## src/rtl/dmem_sync_hs.sv

```systemverilog
// dmem_sync_hs: single-port data memory with valid/ready request and response channels,
// 1- or 2-cycle read pipeline. Define DMEM_PARITY_EN to add per-word even parity.
module dmem_sync_hs #(
   parameter int unsigned       DATA_W    = 16,
   parameter int unsigned       ADDR_W    = 8,
   parameter int unsigned       DEPTH     = 8,
   parameter int unsigned       RD_LAT    = 1,
   parameter logic [DATA_W-1:0] INIT_WORD = 16'hFFFF
) (
   input  logic                clk,
   input  logic                rst_n,
   input  logic                req_valid,
   output logic                req_ready,
   input  logic                req_we,
   input  logic [ADDR_W-1:0]   req_addr,
   input  logic [DATA_W-1:0]   req_wdata,
   input  logic [DATA_W/8-1:0] req_be,
   output logic                rsp_valid,
   input  logic                rsp_ready,
   output logic [DATA_W-1:0]   rsp_rdata,
   output logic                rsp_err,
   output logic                rsp_perr
);
   localparam int unsigned BE_W  = DATA_W / 8;
   localparam int unsigned IDX_W = (DEPTH > 1) ? $clog2(DEPTH) : 1;

   logic [DATA_W-1:0] r_mem [DEPTH] = '{default: INIT_WORD};
`ifdef DMEM_PARITY_EN
   logic              r_par [DEPTH] = '{default: ^INIT_WORD};
`endif

   logic              r_rsp_valid;
   logic [DATA_W-1:0] r_rsp_rdata;
   logic              r_rsp_err;
   logic              r_rsp_perr;

   logic              w_stall;
   logic              w_acc;
   logic              w_rd_acc;
   logic              w_in_range;
   logic [IDX_W-1:0]  w_idx;
   logic [DATA_W-1:0] w_rd_word;
   logic [DATA_W-1:0] w_merged;
   logic [DATA_W-1:0] w_s_data;
   logic              w_s_err;
   logic              w_s_perr;
   logic              w_o_valid;
   logic [DATA_W-1:0] w_o_data;
   logic              w_o_err;
   logic              w_o_perr;

   assign w_stall    = r_rsp_valid & ~rsp_ready;
   assign req_ready  = ~w_stall;
   assign w_acc      = req_valid & ~w_stall;
   assign w_rd_acc   = w_acc & ~req_we;
   // Full address is range-checked so upper bits never alias onto implemented words
   assign w_in_range = (32'(req_addr) < DEPTH);
   assign w_idx      = req_addr[IDX_W-1:0];

   always_comb begin
      w_rd_word = r_mem[w_idx];
      w_merged  = w_rd_word;
      for (int i = 0; i < BE_W; i++) begin
         if (req_be[i]) w_merged[8*i +: 8] = req_wdata[8*i +: 8];
      end
   end

   always_ff @(posedge clk) begin
      if (w_acc && req_we && w_in_range) begin
         r_mem[w_idx] <= w_merged;
`ifdef DMEM_PARITY_EN
         r_par[w_idx] <= ^w_merged;
`endif
      end
   end

   always_comb begin
      w_s_data = '0;
      w_s_err  = 1'b1;
      w_s_perr = 1'b0;
      if (w_in_range) begin
         w_s_data = w_rd_word;
         w_s_err  = 1'b0;
`ifdef DMEM_PARITY_EN
         w_s_perr = (^w_rd_word) ^ r_par[w_idx];
`endif
      end
   end

   generate
      if (RD_LAT == 2) begin : g_lat2
         logic              r_s1_valid;
         logic [DATA_W-1:0] r_s1_data;
         logic              r_s1_err;
         logic              r_s1_perr;

         always_ff @(posedge clk or negedge rst_n) begin
            if (!rst_n) begin
               r_s1_valid <= 1'b0;
               r_s1_data  <= '0;
               r_s1_err   <= 1'b0;
               r_s1_perr  <= 1'b0;
            end else if (!w_stall) begin
               r_s1_valid <= w_rd_acc;
               if (w_rd_acc) begin
                  r_s1_data <= w_s_data;
                  r_s1_err  <= w_s_err;
                  r_s1_perr <= w_s_perr;
               end
            end
         end

         assign w_o_valid = r_s1_valid;
         assign w_o_data  = r_s1_data;
         assign w_o_err   = r_s1_err;
         assign w_o_perr  = r_s1_perr;
      end else begin : g_lat1
         assign w_o_valid = w_rd_acc;
         assign w_o_data  = w_s_data;
         assign w_o_err   = w_s_err;
         assign w_o_perr  = w_s_perr;
      end
   endgenerate

   // Response payload only moves when a new response is loaded
   always_ff @(posedge clk or negedge rst_n) begin
      if (!rst_n) begin
         r_rsp_valid <= 1'b0;
         r_rsp_rdata <= '0;
         r_rsp_err   <= 1'b0;
         r_rsp_perr  <= 1'b0;
      end else if (!w_stall) begin
         r_rsp_valid <= w_o_valid;
         if (w_o_valid) begin
            r_rsp_rdata <= w_o_data;
            r_rsp_err   <= w_o_err;
            r_rsp_perr  <= w_o_perr;
         end
      end
   end

   assign rsp_valid = r_rsp_valid;
   assign rsp_rdata = r_rsp_rdata;
   assign rsp_err   = r_rsp_err;
   assign rsp_perr  = r_rsp_perr;
endmodule

```

## config.mk

```make
export PLATFORM = sky130hd
export DESIGN_NAME = dmem_sync_hs
export DESIGN_NICKNAME = d
export VERILOG_FILES = /design/src/rtl/dmem_sync_hs.sv
export SDC_FILE = /design/constraint.sdc
export NUM_CORES = 1
export LEC_CHECK = 0
export BUFFER_PORTS_ARGS = -buffer_cell sky130_fd_sc_hd__buf_2
export CELL_PAD_IN_SITES_DETAIL_PLACEMENT = 1
export CELL_PAD_IN_SITES_GLOBAL_PLACEMENT = 2
export CORE_AREA = 10 10 132 134
export CTS_BUF_LIST = sky130_fd_sc_hd__clkbuf_16
export CTS_CLUSTER_SIZE = 25
export DETAILED_ROUTE_END_ITERATION = 8
export DIE_AREA = 0 0 142 144
export GPL_ROUTABILITY_DRIVEN = 0
export PLACE_DENSITY_LB_ADDON = 0.1
export SYNTH_ARGS = -nofsm -noshare
export SYNTH_HDL_FRONTEND = slang
export SYNTH_SLANG_ARGS = --single-unit
```

## constraint.sdc

```tcl
create_clock -name clk -period 2.6 [get_ports clk]
set_input_delay 0.39 -clock clk [delete_from_list [all_inputs] [get_ports clk]]
set_output_delay 0.39 -clock clk [all_outputs]
set_load 0.01 [all_outputs]
```

Word-level counts from Yosys, hierarchy flattened
Memories as Yosys holds them, arrays and structs flattened. Cells that the tools add are included.

Shift-type cells: 0. Multiplexer cells: 6. $mul: 0. Bitwise operators: 6. Div/mod/pow operators: 0. Equal/unequal tests: 0. Reductions and logical operators: 3. $add $sub $neg: 0. Order comparisons: 1.

Operator list (count): two-way mux 16 bit (1); two-way mux 8 bit (2); < comparator 8 x 4 -> 1 bit (second input constant) (1); AND 1 bit (3); two-way mux 1 bit (3); NOT 1 bit (3); logical AND 1 bit (2); AND reduction 2 bit (1).

Bits in registers: 18. Memories kept: 1. Output and inout port bits: 20. Bits in writable memories: 128. Latch bits: 0. Memory bits (read-only): 0. Bits of input ports: 31.

Memory list: r_mem (depth 8, bits a word 16, rd ports 1, clocked after Yosys merged registers in 0, wr ports 1, line 27) `logic [DATA_W-1:0] r_mem [DEPTH] = '{default: INIT_WORD};`.

Depth between registers and ports, before layout
Gate-level depths: netlist of run 1.

Word-level depth: 8. Mapped depth: 6. Gate-level depth less buffers: 4.

Worst setup path after synthesis of run 1
Ideal clock, no wire load.

Kind: reg-to-reg. Start point: register r_rsp_valid (netlist: rsp_valid). End point: memory r_mem[0][0] (enable). Stages on the path, launching flop included: 6. Arrival time: 2.609 ns. Period minus slack after synthesis: 3.039 ns. Required time: 2.170 ns. Path slack: -0.439 ns. Setup time: 0.430 ns. Cells stage by stage: dfrtp_1 -> nor2b_4 -> buf_6 -> inv_1 -> nand2_1 -> nor4_1.

Word-level cells in the longest chain between the ends: 7.

RTL lines: start, declared (line 32) `logic r_rsp_valid;`; start signal, assigned (line 133) `r_rsp_valid <= w_o_valid;`; AND 1 bit (line 52) `assign w_stall = r_rsp_valid & ~rsp_ready;`; NOT 1 bit (no source line); via req_ready (line 13) `output logic req_ready,`; AND 1 bit (line 54) `assign w_acc = req_valid & ~w_stall;`; logical AND 1 bit (2 in series) (line 69) `if (w_acc && req_we && w_in_range) begin`; two-way mux 1 bit (line 69); two-way mux 1 bit (implied by the code) (line 70) `r_mem[w_idx] <= w_merged;`; end, declared (line 27).

The timed path passes the listed nets, and every way through them passes these cells.

Worst setup path in the final report of run 1
Start point: register r_rsp_valid (netlist: rsp_valid). End point: memory r_mem[7][13] (enable).

Word-level cells in the longest chain between the ends: 7.

RTL lines (line): AND 1 bit (52); NOT 1 bit (no source line); AND 1 bit (54); logical AND 1 bit (2 in series) (69); two-way mux 1 bit (69); two-way mux 1 bit (implied by the code) (70).

No other way between the ends.

==> results.cfg, run 1 <==
[power]
pwr_density_cell_nw_per_um2 = 744
leakage_power_of_the_design_nw = 2.56
ir_drop_mv = 0.454

[critical_path]
cp-start-kind = register
path_class = reg2reg
worst-endpoint-arrival_ns = 2.01
worst_r2r_startpoint = rsp_valid
worst_setup_path_endpoint = r_mem[7][13]
crit_path_max_fanout = 16
required_ns = 2.69
rrSetupSlack_ns = 0.68
critical_path.reg2reg.endpoint = r_mem[7][13]
worst_r2r_path_depth = 5
critPathLaunch = rsp_valid
worst_setup_path_end_kind = register

[synthesis]
synth-seq-cells = 146
synth_edf_count = 128
syn_inst = 304
synth_nets = 335
yosysUniqueCellTypes = 27
yosysWarningCount = 0
syn-cell-area_um2 = 5930
synth_ff_type = sky130_fd_sc_hd__edfxtp_1
asyncSetResetFlopFracSynth = 0.123
synth_area_per_cell_um2 = 19.5
yosysSeqAreaShare = 0.724

[cells_and_area]
final-seq-area_um2 = 4290
multi_input_comb_area_um2 = 1520
nFillCells = 1394
final_layout_size_suffix_gt1_frac = 0.360
layout.cell_area.non_filler_um2 = 7210
num-nets-final = 407
finish.cell_count_without_fillers = 577
antenna-diode-count = 0
area_growth_syn_to_layout_pct = 21.4

[grt]
number_of_antenna_violations_at_the_first_check_in_global_routing = 0
grt_usage = 0.140
globalRouteMet1Util = 0.180
number_of_global_route_vias_before_repair = 3431
grt_util_met2 = 0.218
grt_pass1_wl_mm = 20.9
grt_start_max_net_pins = 20
global_route.peak_usage_layer = met2
grt.met3_usage = 0.0436
grt-ovfl-total = 0

[run]
maxCapViolations = 0

[timing]
relSlewSlack = 0.493
whs_ns = 0.315
fmax_ghz = 0.522
final_setup_slack_of_the_worst_path_ns = 0.683
hold_violations = 0
final.period_utilization = 0.737
timing.final.crit_period_ns = 1.92
unrepaired_setup_endpoints_after_global_routing = false
final.setup.tns_ns = 0
maxSlewViolCount = 0
timing_worst_slew_pin_value_ns = 0.759
setup_viol = 0
finClkSkew_ns = 0.00618

[placed_design]
detailedPlacementHpwl_mm = 8.63
placed_cells = 544
place_ws_ns = 0.345
io_buffers = 49
dpl-instance-area_um2 = 6600

[outcome]
status = complete, no violations

[drt]
viasPerCell = 5.46
drt-initial-drc-count = 203
drc = 0
total_via_count_after_detailed_routing = 3151
routedWlPerCell_um = 23.6
drtAntennaViolNets = 0
drt-total-wl_mm = 13.6
drt_pre_antenna_iters = 5

[clock_tree]
cts.sinks = 146
numCtsBuffers = 17
cts_tree = yes
post_cts_setup_buffers = 0
clockRootBuffer = sky130_fd_sc_hd__clkbuf_16
ctsHtreeMaxLevel = 4
clockBufferDepth = 2
cts.clk_slew.worst_paths_ns = 0.06
postCtsResizedCells = 0
clk-insertion-delay-late_ns = 0.42

[floorplanning]
initial_core_util = 0.399
fp-row-count = 45
chipWidth_um = 142
design.die.area_um2 = 20400
boundaryPins = 51
design.core.area_um2 = 14900
die_y_um = 144

[hold_path]
hold_path.class = in2reg
worst_hold_path_cell_count = 4
where the power goes:
group / leakage (nW) / internal, mW / switching (mW)
sequential: 1.40 / 2.58 / 0.00328
clock: 0.299 / 1.58 / 0.890
combinational: 0.864 / 0.123 / 0.188
total: 2.56 / 4.28 / 1.08
kinds of logic after synthesis:
| family | count (synthesis) | share of synthesized area |
|---|---|---|
| AOI/OAI and AO/OA | 48 | 0.0565 |
| buffers and inverters | 24 | 0.0289 |
| DFF | 146 | 0.724 |
| muxes | 49 | 0.160 |
| other | 1 | 0.000632 |
| and+or+nand+nor | 36 | 0.0299 |
critical path, stage by stage (launching register included):
cell                      delay (ns)
sky130_fd_sc_hd__dfrtp_1        0.37
sky130_fd_sc_hd__nor2b_4        0.16
sky130_fd_sc_hd__inv_1          0.09
sky130_fd_sc_hd__nand2_1        0.26
sky130_fd_sc_hd__nor4_2         0.34
sky130_fd_sc_hd__buf_4          0.35
sequential cells by signal, summed over array words and instances, names as in the netlist:
signal / flops
r_mem: 128
rsp_err: 1
rsp_rdata: 16
rsp_valid: 1
Yosys cell counts, types with 2 or more instances:
cell type                  instances  share of area
sky130_fd_sc_hd__clkbuf_1          5         0.0032
sky130_fd_sc_hd__o21ai_1          16          0.013
sky130_fd_sc_hd__buf_6             5         0.0095
sky130_fd_sc_hd__nand2_1          20          0.013
sky130_fd_sc_hd__nand2b_1          2         0.0021
sky130_fd_sc_hd__buf_12            2         0.0067
sky130_fd_sc_hd__mux4_1            6          0.027
sky130_fd_sc_hd__dfrtp_1          18          0.076
sky130_fd_sc_hd__mux2i_1          13          0.022
sky130_fd_sc_hd__buf_2             6         0.0051
sky130_fd_sc_hd__mux4_2           26          0.099
sky130_fd_sc_hd__inv_1             3         0.0019
sky130_fd_sc_hd__nor4_1            8         0.0084
sky130_fd_sc_hd__mux2i_4           3          0.011
sky130_fd_sc_hd__o31ai_1          29          0.037
sky130_fd_sc_hd__o31ai_2           3         0.0063
sky130_fd_sc_hd__edfxtp_1        128           0.65
sky130_fd_sc_hd__buf_1             2         0.0013
through the flow:
step | total power [mW] | utilization
3_5_place_dp | 2.95 | 0.444
2_1_floorplan | 2.83 | -
4_1_cts | 5.42 | 0.485
3_3_place_gp | 2.94 | 0.444
5_1_grt | 5.55 | 0.485
6_report | 5.36 | 0.485
area by class of cell:
cell class / count / share of cell area
flip-flops and latches: 146 / 0.596
clock inverters: 15 / 0.0240
clock buffers: 17 / 0.0590
well taps: 188 / 0.0326
multi-input cells: 134 / 0.211
inverters: 3 / 0.00156
repair buffers: 74 / 0.0761
cells in the final DEF (no fill, tap or decap), drive strengths merged:
cell / n
clkinv: 8
mux4: 32
o21ai: 16
mux2: 1
nor2b: 1
clkbuf: 17
conb: 1
or2: 1
o31ai: 32
buf: 73
or3: 1
nor3: 1
inv: 6
edfxtp: 128
mux2i: 16
nor2: 1
dlygate4sd3: 1
dfrtp: 18
nand2: 20
nand2b: 2
bufinv: 4
nand3: 1
nor4: 8
layer usage:
metal / up-vias / part of all wire
met5: - / 0
met2: 74 / 0.48
met4: 0 / 0.016
met3: 14 / 0.052
li1: 1404 / -
met1: 1659 / 0.45
what timing repair did:
action | CTS | global route
hold endpoints to repair | 18 | 0
endpoints found under the setup margin | 0 | 0
hold buffers | 1 | 0
how the worst min path moves through the flow:
stage / start / end / slack [ns]
after floorplan: rst_n / rsp_err / 0.09
after global placement: rst_n / rsp_err / 0.35
after detailed placement: rst_n / rsp_err / 0.35
after CTS: rsp_ready / rsp_valid / 0.31
after global routing: rsp_ready / rsp_valid / 0.35
final: rsp_ready / rsp_valid / 0.31
(Power assumes the default switching activity.)
==> run 2, diff against run 1 <==
Settings changed: CORE_AREA 10 10 132 134 to 10 10 126 128, DIE_AREA 0 0 142 144 to 0 0 136 138.
Clock period 2.6 ns to 2 ns, I/O delays scaled along.
==> run 2 against run 1 <==
Net effect:
- non-clock buffer count increased by 9
- power rose by 23%
- clock power up 14%
- via count is 0.32% higher
- sequential share of layout area is 0.63 points lower
- setup slack got worse by 0.47 ns
- largest cell class unchanged
- largest power group unchanged
- highest routed layer unchanged
==> results.cfg, run 2 (synthesized netlist as in run 1, its figures left out) <==
[run]
maxCapViolations = 0

[floorplanning]
design.die.area_um2 = 18800
design.core.area_um2 = 13500
chipWidth_um = 136
initial_core_util = 0.439
fp-row-count = 43
die_y_um = 138
boundaryPins = 51

[power]
seqPwrFrac = 0.509
netSwitchingFraction = 0.213
leakage_power_of_the_design_nw = 2.60
power.share.combinational = 0.066
p_int_mw = 5.20
power.net_switching_mw = 1.40
ir_drop_mv = 0.572
pwr_density_cell_nw_per_um2 = 907
power.clock.fraction = 0.425

[critical_path]
worst_r2r_startpoint = rsp_valid
rrSetupSlack_ns = 0.29
critical_path.reg2reg.endpoint = r_mem[7][12]
required_ns = 1.70
path_class = reg2out
worst_setup_path_end_kind = output pin
crit_path_max_fanout = 18
worst_r2r_path_depth = 5
worst-endpoint-arrival_ns = 1.49
cp-start-kind = register

[timing]
unrepaired_setup_endpoints_after_global_routing = false
final.period_utilization = 0.893
timing.final.crit_period_ns = 1.79
timing_worst_slew_pin_value_ns = 0.668
hold_violations = 0
maxSlewViolCount = 0
finClkSkew_ns = 0.00554
relSlewSlack = 0.554
fmax_ghz = 0.560
setup_viol = 0

[drt]
drt_pre_antenna_iters = 6
routedWlPerCell_um = 22.7
drt-initial-drc-count = 132
drtAntennaViolNets = 0
drc = 0
viasPerCell = 5.48
drt-total-wl_mm = 13.1
total_via_count_after_detailed_routing = 3161

[hold_path]
holdCritStartpoint = req_we
hold_path.class = in2reg
worst_hold_path_cell_count = 3
worst_case_hold_path_end_point = rsp_rdata[4]

[placed_design]
dpl-instance-area_um2 = 6750
detailedPlacementHpwl_mm = 8.26
io_buffers = 49

[cells_and_area]
layout_common_cells = sky130_fd_sc_hd__edfxtp_1, sky130_fd_sc_hd__buf_2, sky130_fd_sc_hd__o31ai_1, sky130_fd_sc_hd__mux4_2, sky130_fd_sc_hd__buf_4
layout.cell_area.non_filler_um2 = 7280
final_core_utilization = 0.539
num-nets-final = 416
layout_commonest_cell = sky130_fd_sc_hd__edfxtp_1
largest_register_ff_count = 128
final_layout_size_suffix_gt1_frac = 0.395
antenna-diode-count = 0
largest-register = r_mem
area_growth_syn_to_layout_pct = 22.7

[clock_tree]
numCtsBuffers = 17
cts.sinks = 146
cts_tree = yes
cts.clk_slew.worst_paths_ns = 0.06
clockBufferDepth = 2
clockRootBuffer = sky130_fd_sc_hd__clkbuf_16
ctsHtreeMaxLevel = 4
post_cts_setup_buffers = 0
cts_hold_repair.buffers = 1
postCtsResizedCells = 0
clk-insertion-delay-late_ns = 0.42

[grt]
grt_util_met2 = 0.224
globalRouteMet1Util = 0.185
number_of_global_route_vias_before_repair = 3473
number_of_antenna_violations_at_the_first_check_in_global_routing = 0
grt.met3_usage = 0.0424
grt_usage = 0.143
grt-ovfl-total = 0
global_route.peak_usage_layer = met2
grt_start_max_net_pins = 37
grt_pass1_wl_mm = 20.1

[outcome]
status = complete, no violations
-- run 2: cell count changes in the layout (fill, tap and decap cells not counted), moves of 3 or more --
cell,change
sky130_fd_sc_hd__clkinv_2,+5
sky130_fd_sc_hd__clkinv_1,-5
sky130_fd_sc_hd__nor4_2,-8
sky130_fd_sc_hd__nor4_4,+8
sky130_fd_sc_hd__clkinvlp_4,+4
sky130_fd_sc_hd__bufinv_16,-3
sky130_fd_sc_hd__buf_4,+10
-- run 2: worst max path at each step --
stage | startpoint | end | slack, ns
2_1_floorplan | req_we | r_mem[6][0] | 0.001
3_3_place_gp | req_addr[1] | r_mem[1][3] | 0.01
3_5_place_dp | req_addr[1] | r_mem[1][3] | -0.03
4_1_cts | rsp_valid | req_ready | 0.18
5_1_grt | rsp_valid | req_ready | 0.12
6_report | rsp_valid | req_ready | 0.21
-- run 2: per-layer routing --
metal,part of all wire,vias to the layer above
li1,-,1414
met2,0.48,75
met3,0.052,16
met4,0.013,0
met5,0,-
met1,0.45,1656
-- run 2: metrics by stage --
stage / setup TNS [ns] / hold slack [ns] / setup slack (ns) / cells / power [mW]
5_1_grt: 0 / 0.296 / 0.122 / 577 / 6.85
4_1_cts: 0 / 0.267 / 0.183 / 577 / 6.68
3_5_place_dp: -0.209 / 0.256 / -0.0262 / 545 / 3.86
2_1_floorplan: 0 / 0.00441 / 0.00150 / 304 / 3.70
3_3_place_gp: 0 / 0.250 / 0.0122 / 545 / 3.85
6_report: 0 / 0.284 / 0.213 / 577 / 6.60
-- run 2: final cells by class --
type | instances | area, um^2
fillers | 1249 | 6220
multi-input cells | 134 | 1620
well taps | 180 | 225
inverters | 3 | 11.3
repair buffers | 83 | 603
clock buffers | 17 | 425
flip-flops and latches | 146 | 4290
clock inverters | 14 | 101
-- run 2: power groups by stage --
stage | registers, mW | logic (mW) | clock network, mW
after floorplan | 3.43 | 0.273 | 0
after global placement | 3.42 | 0.428 | 0
after detailed placement | 3.42 | 0.440 | 0
after CTS | 3.36 | 0.442 | 2.88
after global routing | 3.36 | 0.476 | 3.02
final | 3.36 | 0.436 | 2.81
-- run 2: worst max-delay path: stages (launching register included) --
cell	delay (ns)
sky130_fd_sc_hd__dfrtp_1	0.34
sky130_fd_sc_hd__nor2b_4	0.42
sky130_fd_sc_hd__inv_2	0.14
sky130_fd_sc_hd__buf_2	0.17
==> run 3, diff against run 2 <==
Settings changed: ABC_AREA from default to 1, CORE_AREA 10 10 126 128 to 10 10 140 142, DIE_AREA 0 0 136 138 to 0 0 150 152.
==> run 3 against run 2 <==
Net effect:
- setup slack improved by 0.17 ns
- largest power group unchanged
- sequential share of layout area fell by 3.1 points
- combinational power increased by 21%
- fmax rose by 11%
- final cell count increased by 67%
- non-clock buffer count grew 11
- utilization shrank 8.6 points
==> results.cfg, run 3 <==
[critical_path]
path_class = reg2reg
required_ns = 2.12
critical-path-top-delay-family = buffers and inverters
cp-start-kind = register
critPathMaxStageDelay_ns = 0.40
worst-endpoint-arrival_ns = 1.73
worstPathCellList = a21boi_2 -> nand4_1 -> buf_4 -> nor2_1 -> buf_4
worst_setup_path_end_kind = register
worstPathBufferInverterCount = 2
path_common_cell = sky130_fd_sc_hd__buf_4
crit_path_max_fanout = 11
cell_type_of_the_slowest_stage_on_the_worst_timing_path = sky130_fd_sc_hd__dfrtp_1

[synthesis]
post_synth_most_frequent_cells = sky130_fd_sc_hd__nand2_1, sky130_fd_sc_hd__edfxtp_1, sky130_fd_sc_hd__dfrtp_1, sky130_fd_sc_hd__nor2_1, sky130_fd_sc_hd__buf_2
synth_ff_type = sky130_fd_sc_hd__edfxtp_1
post-synth-top-count-cell = sky130_fd_sc_hd__nand2_1
syn-cell-area_um2 = 6270
synthDominantCellAreaShare = 0.613
synth_area_leaders = sky130_fd_sc_hd__edfxtp_1, sky130_fd_sc_hd__nand2_1, sky130_fd_sc_hd__dfrtp_1, sky130_fd_sc_hd__buf_6, sky130_fd_sc_hd__buf_2
synth_area_per_cell_um2 = 9.74
yosysUniqueCellTypes = 19
asyncSetResetFlopFracSynth = 0.123
synth_edf_count = 128
yosysTopAreaCell = sky130_fd_sc_hd__edfxtp_1
synth-seq-cells = 146
synth_nets = 675
yosysSeqAreaShare = 0.685
syn_inst = 644
yosysWarningCount = 0

[clock_tree]
clockRootBuffer = sky130_fd_sc_hd__clkbuf_16
clockBufferDepth = 2
numCtsBuffers = 17
clk-insertion-delay-late_ns = 0.43
postCtsResizedCells = 0
ctsHtreeMaxLevel = 4
cts.clk_slew.worst_paths_ns = 0.06
cts_tree = yes
cts.sinks = 146

[floorplanning]
design.core.area_um2 = 16900
chipWidth_um = 150
design.die.area_um2 = 22800
initial_core_util = 0.370
boundaryPins = 51
die_y_um = 152
fp-row-count = 48

[grt]
grt-ovfl-total = 0
grt_pass1_wl_mm = 28.2
number_of_antenna_violations_at_the_first_check_in_global_routing = 0
grt_usage = 0.162
grt_start_max_net_pins = 44
number_of_global_route_vias_before_repair = 4964

[timing]
maxSlewViolCount = 0
final.period_utilization = 0.806
hold_violations = 0
unrepaired_setup_endpoints_after_global_routing = false
setup_viol = 0
timing.final.crit_period_ns = 1.61
finClkSkew_ns = 0.00840
final.setup.tns_ns = 0
fmax_ghz = 0.620

[cells_and_area]
nFillCells = 1947
finish.cell_count_without_fillers = 964
area_growth_syn_to_layout_pct = 22.5
largest-register = r_mem
final_layout_size_suffix_gt1_frac = 0.171
num-nets-final = 757
final_core_utilization = 0.454
largest_register_ff_count = 128
layout_commonest_cell = sky130_fd_sc_hd__nand2_1
antenna-diode-count = 0
layout_common_cells = sky130_fd_sc_hd__nand2_1, sky130_fd_sc_hd__edfxtp_1, sky130_fd_sc_hd__buf_2, sky130_fd_sc_hd__buf_4, sky130_fd_sc_hd__dfrtp_1

[power]
ir_drop_mv = 0.616
leakage_power_of_the_design_nw = 3.51
pwr_density_cell_nw_per_um2 = 941

[drt]
drt-initial-drc-count = 211
routedWlPerCell_um = 18.3
drc = 0
drt-total-wl_mm = 17.7
drtAntennaViolNets = 0
total_via_count_after_detailed_routing = 4516
viasPerCell = 4.68
drt_pre_antenna_iters = 4

[outcome]
status = complete, no violations

[placed_design]
io_buffers = 49
placed_cells = 931
detailedPlacementHpwl_mm = 12.2

[hold_path]
hold_path.class = in2reg

[run]
maxCapViolations = 0
[run 3: cell count changes in the layout (fill, tap and decap cells not counted), moves of 5 or more]
cell and delta:
sky130_fd_sc_hd__buf_4 +10, sky130_fd_sc_hd__clkinv_2 -5, sky130_fd_sc_hd__inv_1 +6, sky130_fd_sc_hd__mux2i_1 -13, sky130_fd_sc_hd__mux4_1 -6, sky130_fd_sc_hd__mux4_2 -26
sky130_fd_sc_hd__nand2_1 +411, sky130_fd_sc_hd__nand3_1 +6, sky130_fd_sc_hd__nor2_1 +12, sky130_fd_sc_hd__nor4_4 -8, sky130_fd_sc_hd__o21ai_1 -16, sky130_fd_sc_hd__o31ai_1 -29
[run 3: repair_timing]
item / CTS / global route
hold buffers: 1 / 0
setup buffers: 0 / 0
hold endpoints to repair: 18 / 0
[run 3: worst reg2reg max path: cells and delay by family (launching register included)]
| family | cells | cell delay (ns) |
|---|---|---|
| AO/OA/AOI/OAI | 1 | 0.19 |
| flip-flops | 1 | 0.40 |
| AND/OR/NAND/NOR | 2 | 0.25 |
| buffers and inverters | 2 | 0.46 |
[run 3: final timing paths]
path	start	end	slack (ns)	cells after the start
worst max register to register	rsp_valid	r_mem[2][4]	0.39	5
worst min-delay path	rsp_ready	rsp_valid	0.15	4
min in group asynchronous	rst_n	rsp_rdata[11]	0.34	2
worst min register to register	rsp_rdata[1]	rsp_rdata[1]	0.48	2
max in group asynchronous	rst_n	rsp_rdata[2]	1.34	2
worst max-delay path	rsp_valid	r_mem[2][4]	0.39	5
[run 3: kinds of logic after synthesis]
family                 after synthesis  synth area share
AOI/OAI and AO/OA                    2           0.00259
other                                1          0.000598
buffers and inverters               40            0.0353
and+or+nand+nor                    455             0.277
DFF                                146             0.685
[run 3: per-layer routing]
layer	track usage	wire, um	vias up
met1	0.192	7410	2228
met5	0	0	-
li1	-	-	2221
met2	0.283	9470	49
met4	0.0569	339	0
met3	0.0327	441	18
[run 3: power breakdown]
group          switching, mW  leakage [nW]  internal [mW]
sequential           0.00474          1.40           3.36
combinational          0.345          1.81          0.181
clock                   1.26         0.292           2.08
[run 3: final cells by class]
class | instances | area [um^2] | area share
well taps | 225 | 282 | 0.0367
inverters | 9 | 36.3 | 0.00472
clock buffers | 17 | 425 | 0.0554
repair buffers | 94 | 698 | 0.0909
multi-input cells | 458 | 1750 | 0.228
flip-flops and latches | 146 | 4290 | 0.559
clock inverters | 15 | 191 | 0.0249
[run 3: stage by stage]
step	area [um^2]	setup WS [ns]	hold slack [ns]	power (mW)
4_1_cts	7680	0.369	0.139	7.31
6_report	7680	0.387	0.152	7.23
3_5_place_dp	7050	0.131	0.269	3.96
3_3_place_gp	7050	0.100	0.248	3.95
5_1_grt	7680	0.261	0.160	7.49
2_1_floorplan	6270	0.0137	0.00441	3.70
